<file path="src/rtl/fifo_wr_arbiter_if.sv">
// Write-side bundle between two byte producers, the arbiter and the UART TX FIFO.
// The master side is the producers plus the FIFO; the slave side is the arbiter.
interface fifo_wr_arbiter_if #(
  parameter int unsigned B = 8
);
  logic         req0_valid;
  logic [B-1:0] req0_data;
  logic         req0_last;
  logic         req0_ready;

  logic         req1_valid;
  logic [B-1:0] req1_data;
  logic         req1_last;
  logic         req1_ready;

  logic         full;
  logic         wr;
  logic [B-1:0] wr_data;

  modport master (
    output req0_valid, req0_data, req0_last,
    input  req0_ready,
    output req1_valid, req1_data, req1_last,
    input  req1_ready,
    output full,
    input  wr, wr_data
  );

  modport slave (
    input  req0_valid, req0_data, req0_last,
    output req0_ready,
    input  req1_valid, req1_data, req1_last,
    output req1_ready,
    input  full,
    output wr, wr_data
  );
endinterface

</file>
<file path="src/rtl/fifo_wr_arbiter.sv">
// Round-robin, packet-locked arbiter sharing the UART TX FIFO write port between
// the RX echo path (requester 0) and the status/message generator (requester 1).
module fifo_wr_arbiter #(
  parameter int unsigned B       = 8,
  parameter int unsigned MAX_LEN = 16
) (
  input  logic              clk,
  input  logic              rst_n,
  fifo_wr_arbiter_if.slave  bus,
  output logic [1:0]        grant,
  output logic              len_err
);

  localparam int unsigned CW = 8;
  localparam logic [CW-1:0] LIMIT = CW'(MAX_LEN);

  typedef enum logic [1:0] {
    IDLE  = 2'd0,
    LOCK0 = 2'd1,
    LOCK1 = 2'd2
  } state_t;

  state_t        state;
  logic          prio;
  logic [CW-1:0] cnt;

  logic          sel1;
  logic          locked;
  logic          cur_valid;
  logic          cur_last;
  logic [B-1:0]  cur_data;
  logic          wr_c;
  logic [CW-1:0] cnt_inc;
  logic          eop_c;

  // Mux the locked requester onto the FIFO port; gated by full in the same cycle.
  always_comb begin
    sel1      = (state == LOCK1);
    locked    = (state != IDLE);
    cur_valid = sel1 ? bus.req1_valid : bus.req0_valid;
    cur_last  = sel1 ? bus.req1_last  : bus.req0_last;
    cur_data  = sel1 ? bus.req1_data  : bus.req0_data;
    wr_c      = locked & cur_valid & ~bus.full;
    cnt_inc   = cnt + CW'(1);
    eop_c     = wr_c & (cur_last | (cnt_inc == LIMIT));
  end

  always_comb begin
    bus.req0_ready = (state == LOCK0) & ~bus.full;
    bus.req1_ready = (state == LOCK1) & ~bus.full;
    bus.wr         = wr_c;
    bus.wr_data    = locked ? cur_data : '0;
  end

  // Arbitration, packet lock and beat counting.
  always_ff @(posedge clk or negedge rst_n) begin
    if (!rst_n) begin
      state   <= IDLE;
      grant   <= 2'b00;
      prio    <= 1'b0;
      cnt     <= '0;
      len_err <= 1'b0;
    end else begin
      len_err <= eop_c & ~cur_last;
      case (state)
        IDLE: begin
          if (bus.req0_valid && (!bus.req1_valid || !prio)) begin
            state <= LOCK0;
            grant <= 2'b01;
          end else if (bus.req1_valid) begin
            state <= LOCK1;
            grant <= 2'b10;
          end
        end
        LOCK0, LOCK1: begin
          if (eop_c) begin
            state <= IDLE;
            grant <= 2'b00;
            cnt   <= '0;
            prio  <= ~sel1;
          end else if (wr_c) begin
            cnt <= cnt_inc;
          end
        end
        default: begin
          state <= IDLE;
          grant <= 2'b00;
        end
      endcase
    end
  end

endmodule

</file>
<file path="src/flat_wrapper.sv">
// flat-port wrapper written by rule: the top's interface ports become plain ports
module fifo_wr_arbiter_flat 
#(
  parameter int unsigned B       = 8,
  parameter int unsigned MAX_LEN = 16
)
  (clk, rst_n, grant, len_err, bus_req0_valid, bus_req0_data, bus_req0_last, bus_req0_ready, bus_req1_valid, bus_req1_data, bus_req1_last, bus_req1_ready, bus_full, bus_wr, bus_wr_data);
  fifo_wr_arbiter_if #(.B(B)) bus_i ();
  input  logic clk;
  input  logic rst_n;
  output logic [1:0] grant;
  output logic len_err;
  input wire logic [$bits(bus_i.req0_valid)-1:0] bus_req0_valid;
  input wire logic [$bits(bus_i.req0_data)-1:0] bus_req0_data;
  input wire logic [$bits(bus_i.req0_last)-1:0] bus_req0_last;
  output wire logic [$bits(bus_i.req0_ready)-1:0] bus_req0_ready;
  input wire logic [$bits(bus_i.req1_valid)-1:0] bus_req1_valid;
  input wire logic [$bits(bus_i.req1_data)-1:0] bus_req1_data;
  input wire logic [$bits(bus_i.req1_last)-1:0] bus_req1_last;
  output wire logic [$bits(bus_i.req1_ready)-1:0] bus_req1_ready;
  input wire logic [$bits(bus_i.full)-1:0] bus_full;
  output wire logic [$bits(bus_i.wr)-1:0] bus_wr;
  output wire logic [$bits(bus_i.wr_data)-1:0] bus_wr_data;
  assign bus_i.req0_valid = bus_req0_valid;
  assign bus_i.req0_data = bus_req0_data;
  assign bus_i.req0_last = bus_req0_last;
  assign bus_req0_ready = bus_i.req0_ready;
  assign bus_i.req1_valid = bus_req1_valid;
  assign bus_i.req1_data = bus_req1_data;
  assign bus_i.req1_last = bus_req1_last;
  assign bus_req1_ready = bus_i.req1_ready;
  assign bus_i.full = bus_full;
  assign bus_wr = bus_i.wr;
  assign bus_wr_data = bus_i.wr_data;
  fifo_wr_arbiter #(.B(B), .MAX_LEN(MAX_LEN)) u_core (.clk(clk), .rst_n(rst_n), .bus(bus_i), .grant(grant), .len_err(len_err));
endmodule
</file>
<file path="config.mk">
export PLATFORM = sky130hd
export DESIGN_NAME = fifo_wr_arbiter_flat
export DESIGN_NICKNAME = d
export VERILOG_FILES = /design/src/rtl/fifo_wr_arbiter_if.sv /design/src/rtl/fifo_wr_arbiter.sv /design/src/flat_wrapper.sv
export SDC_FILE = /design/constraint.sdc
export NUM_CORES = 1
export LEC_CHECK = 0
export CAP_MARGIN = 20
export CORE_UTILIZATION = 47
export CTS_CLUSTER_SIZE = 12
export DETAILED_ROUTE_END_ITERATION = 6
export GPL_TIMING_DRIVEN = 0
export PLACE_DENSITY_LB_ADDON = 0.12
export SLEW_MARGIN = 15
export SYNTH_ARGS = -nofsm -noshare
export SYNTH_HDL_FRONTEND = slang
export SYNTH_SLANG_ARGS = --single-unit
</file>
<file path="constraint.sdc">
create_clock -name clk -period 4.22 [get_ports clk]
set_input_delay 1.055 -clock clk [delete_from_list [all_inputs] [get_ports clk]]
set_output_delay 1.055 -clock clk [all_outputs]
set_load 0.005 [all_outputs]
</file>
==> run summary <==
STATUS
-------------------------------------------------------------------------------
Outcome .......................................................... finished clean

PLACED DESIGN
-------------------------------------------------------------------------------
Worst slack after detailed placement .............................    0.4982 ns
Global placement routability congestion ..........................       0.8348
Half-perimeter wire length of the detailed placement result ......     1.845 mm
IO buf count .....................................................           36
Standard cell area after detailed placement ...................... 0.001384 mm2

TIMING
-------------------------------------------------------------------------------
Worst Max-Slew Pin Slew ..........................................    0.5496 ns
Crit path time final .............................................     3.714 ns
Setup TNS after final layout .....................................         0 ns
Final period util ................................................       88.02%
Setup slack of the critical path after layout ....................    0.5057 ns
Worst-case headroom to the max-slew limit ........................       63.24%
Final count of pins violating max slew ...........................            0
Fin Clk Skew .....................................................  0.003964 ns
Max Fclk .........................................................    269.2 MHz
Setup repair after global routing missed its margin ..............        false
Final setup vio count ............................................            0
Final number of hold-violating endpoints .........................            0

LOGIC SYNTHESIS
-------------------------------------------------------------------------------
Cell type contributing the most total cell area after synthesis .. sky130_fd_sc_hd__dfrtp_1
Avg Cell Area, Syn ...............................................    8.758 um2
Top_reg_cell synth ............................................... sky130_fd_sc_hd__dfrtp_1
Proportion of synthesized chip area in sequential cells ..........       30.34%
Post-Syn Nets ....................................................          141
Biggest area contributors in the synthesized netlist ............. sky130_fd_sc_hd__dfrtp_1, sky130_fd_sc_hd__mux2i_1, sky130_fd_sc_hd__ha_1
Flops & latches, synth ...........................................           12
Number of flops mapped to enable cells by yosys ..................            0
Async SR Flop Fraction ...........................................       100.0%
Area of the mapped netlist .......................................    989.7 um2
Gate count of the mapped netlist .................................          113
Post-synthesis cell type count ...................................           38
Yosys synthesis warning count ....................................            0
Share of Yosys cell area claimed by the top area cell type .......       30.34%

CLOCK NETWORK
-------------------------------------------------------------------------------
# clock sinks ....................................................           12
Number of H-tree branching levels ................................            1
Maximum buffer depth of the clock tree ...........................            2
Clock-pin slew on the worst setup and hold paths .................      0.07 ns
CTS root buf ..................................................... sky130_fd_sc_hd__clkbuf_4
Clk_lat worst skew ...............................................      0.28 ns
CTS buffer count .................................................            3
Setup bufs post-CTS ..............................................            0
CTS tree .........................................................          yes
CTS Hold Buffers Added ...........................................            0
Post-cts repair resize count .....................................            0

WORST SETUP PATH
-------------------------------------------------------------------------------
Crit. End Element ................................................ primary output
Top fanout value on the critical path ............................            4
Data arrival time of the critical path ...........................      2.66 ns
Category of the critical setup timing path .......................    in -> out
Required arrival time at the worst endpoint ......................      3.16 ns
Category of the worst setup path launch point ....................   input port

GRT
-------------------------------------------------------------------------------
All-layer global routing usage ...................................       21.99%
Global-route track usage on met1 .................................       26.76%
Peak-usage layer in the global routing report ....................         met2
Vias in the first global route ...................................          823
GR Layer Usage met3 ..............................................       7.925%
Initial antenna violation count ..................................            0
Remaining global-route overflow ..................................            0
Pin count of the biggest net entering global routing .............           13
GR met2 Demand/Resource ..........................................       36.49%
Global-route wire length before repair ...........................     3.477 mm

ROUTING
-------------------------------------------------------------------------------
Routed vias ......................................................          984
Wire length reported by the detailed router ......................     2.327 mm
Detailed-routing iteration count for the pre-antenna-repair pass .            4
Initial drt markers ..............................................           14
Final routed DRC violation total .................................            0
Wire per inst ....................................................     12.93 um
Number of nets with antenna violations after detailed routing ....            0
Average vias per placed instance .................................        5.467

WORST HOLD PATH
-------------------------------------------------------------------------------
Worst min-delay path class .......................................   reg -> reg

FLOORPLANNING
-------------------------------------------------------------------------------
Die width ........................................................     47.89 um
Starting density of the core .....................................       50.45%
Die outline area ................................................. 0.002293 mm2
Area of the core region .......................................... 0.001962 mm2
Count of standard-cell rows ......................................           16
Floorplan die height .............................................     47.89 um
Top-level port count .............................................           37

PWR
-------------------------------------------------------------------------------
Internal Pwr Total ...............................................    0.4138 mW
Final total power ................................................    0.6866 mW
Net Sw Power .....................................................    0.2729 mW
Standby leakage power ............................................    0.5618 nW
Power Density .................................................... 483.5 mW/mm2
Worst vdd rail ir drop ...........................................     274.3 uV
Net Sw Frac ......................................................       39.74%
Logic gate share of total power ..................................        61.0%
Clock Power Share ................................................        13.3%
Sequential power share ...........................................        25.7%

FINISH
-------------------------------------------------------------------------------
Final non-filler cell area ....................................... 0.001420 mm2
Most common library cell in the layout ignoring fill and taps .... sky130_fd_sc_hd__clkdlybuf4s50_1
Core Util, Final .................................................       72.39%
Fill cells .......................................................          165
Synth-to-Final Area Change .......................................       43.49%
Final layout net count ...........................................          182
Layout cells sized above 1 .......................................       15.69%
Commonest cells after routing, fill and taps aside ............... sky130_fd_sc_hd__clkdlybuf4s50_1, sky130_fd_sc_hd__nor2_1, sky130_fd_sc_hd__dfrtp_1
Antenna diode count ..............................................            0

JOB
-------------------------------------------------------------------------------
Reported max-cap violation count .................................            0

-- cell type report --
cell class,instances,area [um2],area share (%)
inverter,4,15.01,1.057
multi-input combinational,91,634.4,44.67
buffer,6,40.04,2.819
tap,27,33.78,2.379
timing repair buffer,36,360.3,25.37
sequential,12,300.3,21.15
clock buffer,4,36.28,2.555
-- logic make-up after synthesis --
family          count (synthesis)  share of synthesized area [%]
mux                            12                          12.26
compound gates                 27                          19.59
xor+xnor                        2                          1.770
buf+inv                        10                          5.562
flops                          12                          30.34
fa+ha+maj                       5                          6.321
simple gates                   45                          24.15
-- worst max-delay path: stages --
cell and delay, ns:
sky130_fd_sc_hd__clkdlybuf4s50_1 0.53, sky130_fd_sc_hd__mux2i_1 0.09, sky130_fd_sc_hd__or3_4 0.37, sky130_fd_sc_hd__inv_2 0.10, sky130_fd_sc_hd__clkdlybuf4s50_1 0.51
-- registers in the layout, summed over array words and instances (netlist names) --
name,flops
u_core.cnt,8
u_core.state,2
u_core.len_err,1
u_core.prio,1
-- synthesized netlist by cell type (all sizes together), types with 2 or more instances --
library cell / count
dfrtp: 12
nor2b: 4
o41ai: 2
a31oi: 4
a211oi: 2
xnor2: 2
mux2i: 11
a21oi: 6
nor3: 2
o21ai: 9
and3: 2
nand2: 10
inv: 4
o31ai: 3
nand3: 6
nor2: 15
ha: 5
buf: 5
-- routing by layer --
metal | vias to the layer above | wire length, um
li1 | 492 | -
met1 | 456 | 949
met2 | 34 | 1235
met3 | 2 | 132
met4 | 0 | 8
met5 | - | 0
-- final timing paths --
kind	start	end	slack, ns	cells after the start
min reg2reg	u_core.prio	u_core.prio	0.50	2
max in group asynchronous	rst_n	u_core.cnt[6]	2.72	1
min	u_core.prio	u_core.prio	0.50	2
min in group asynchronous	rst_n	u_core.state[1]	1.13	1
max reg2reg	u_core.cnt[0]	u_core.prio	2.20	6
max	bus_req1_valid	bus_wr	0.51	5
-- power by group through the flow --
stage	Combinational (mW)	Clock, mW	Sequential [mW]
after detailed placement	0.415	0	0.178
after global routing	0.458	0.102	0.181
after CTS	0.418	0.0937	0.176
after floorplan	0.261	0	0.171
after global placement	0.405	0	0.177
final	0.419	0.0912	0.177
-- metrics by stage --
stage          std cells  hold WS, ns
2_1_floorplan        113       0.4717
3_3_place_gp         176       0.4875
3_5_place_dp         176       0.4872
4_1_cts              180       0.5045
5_1_grt              180       0.5404
6_report             180       0.5015
(Power assumes the default switching activity.)
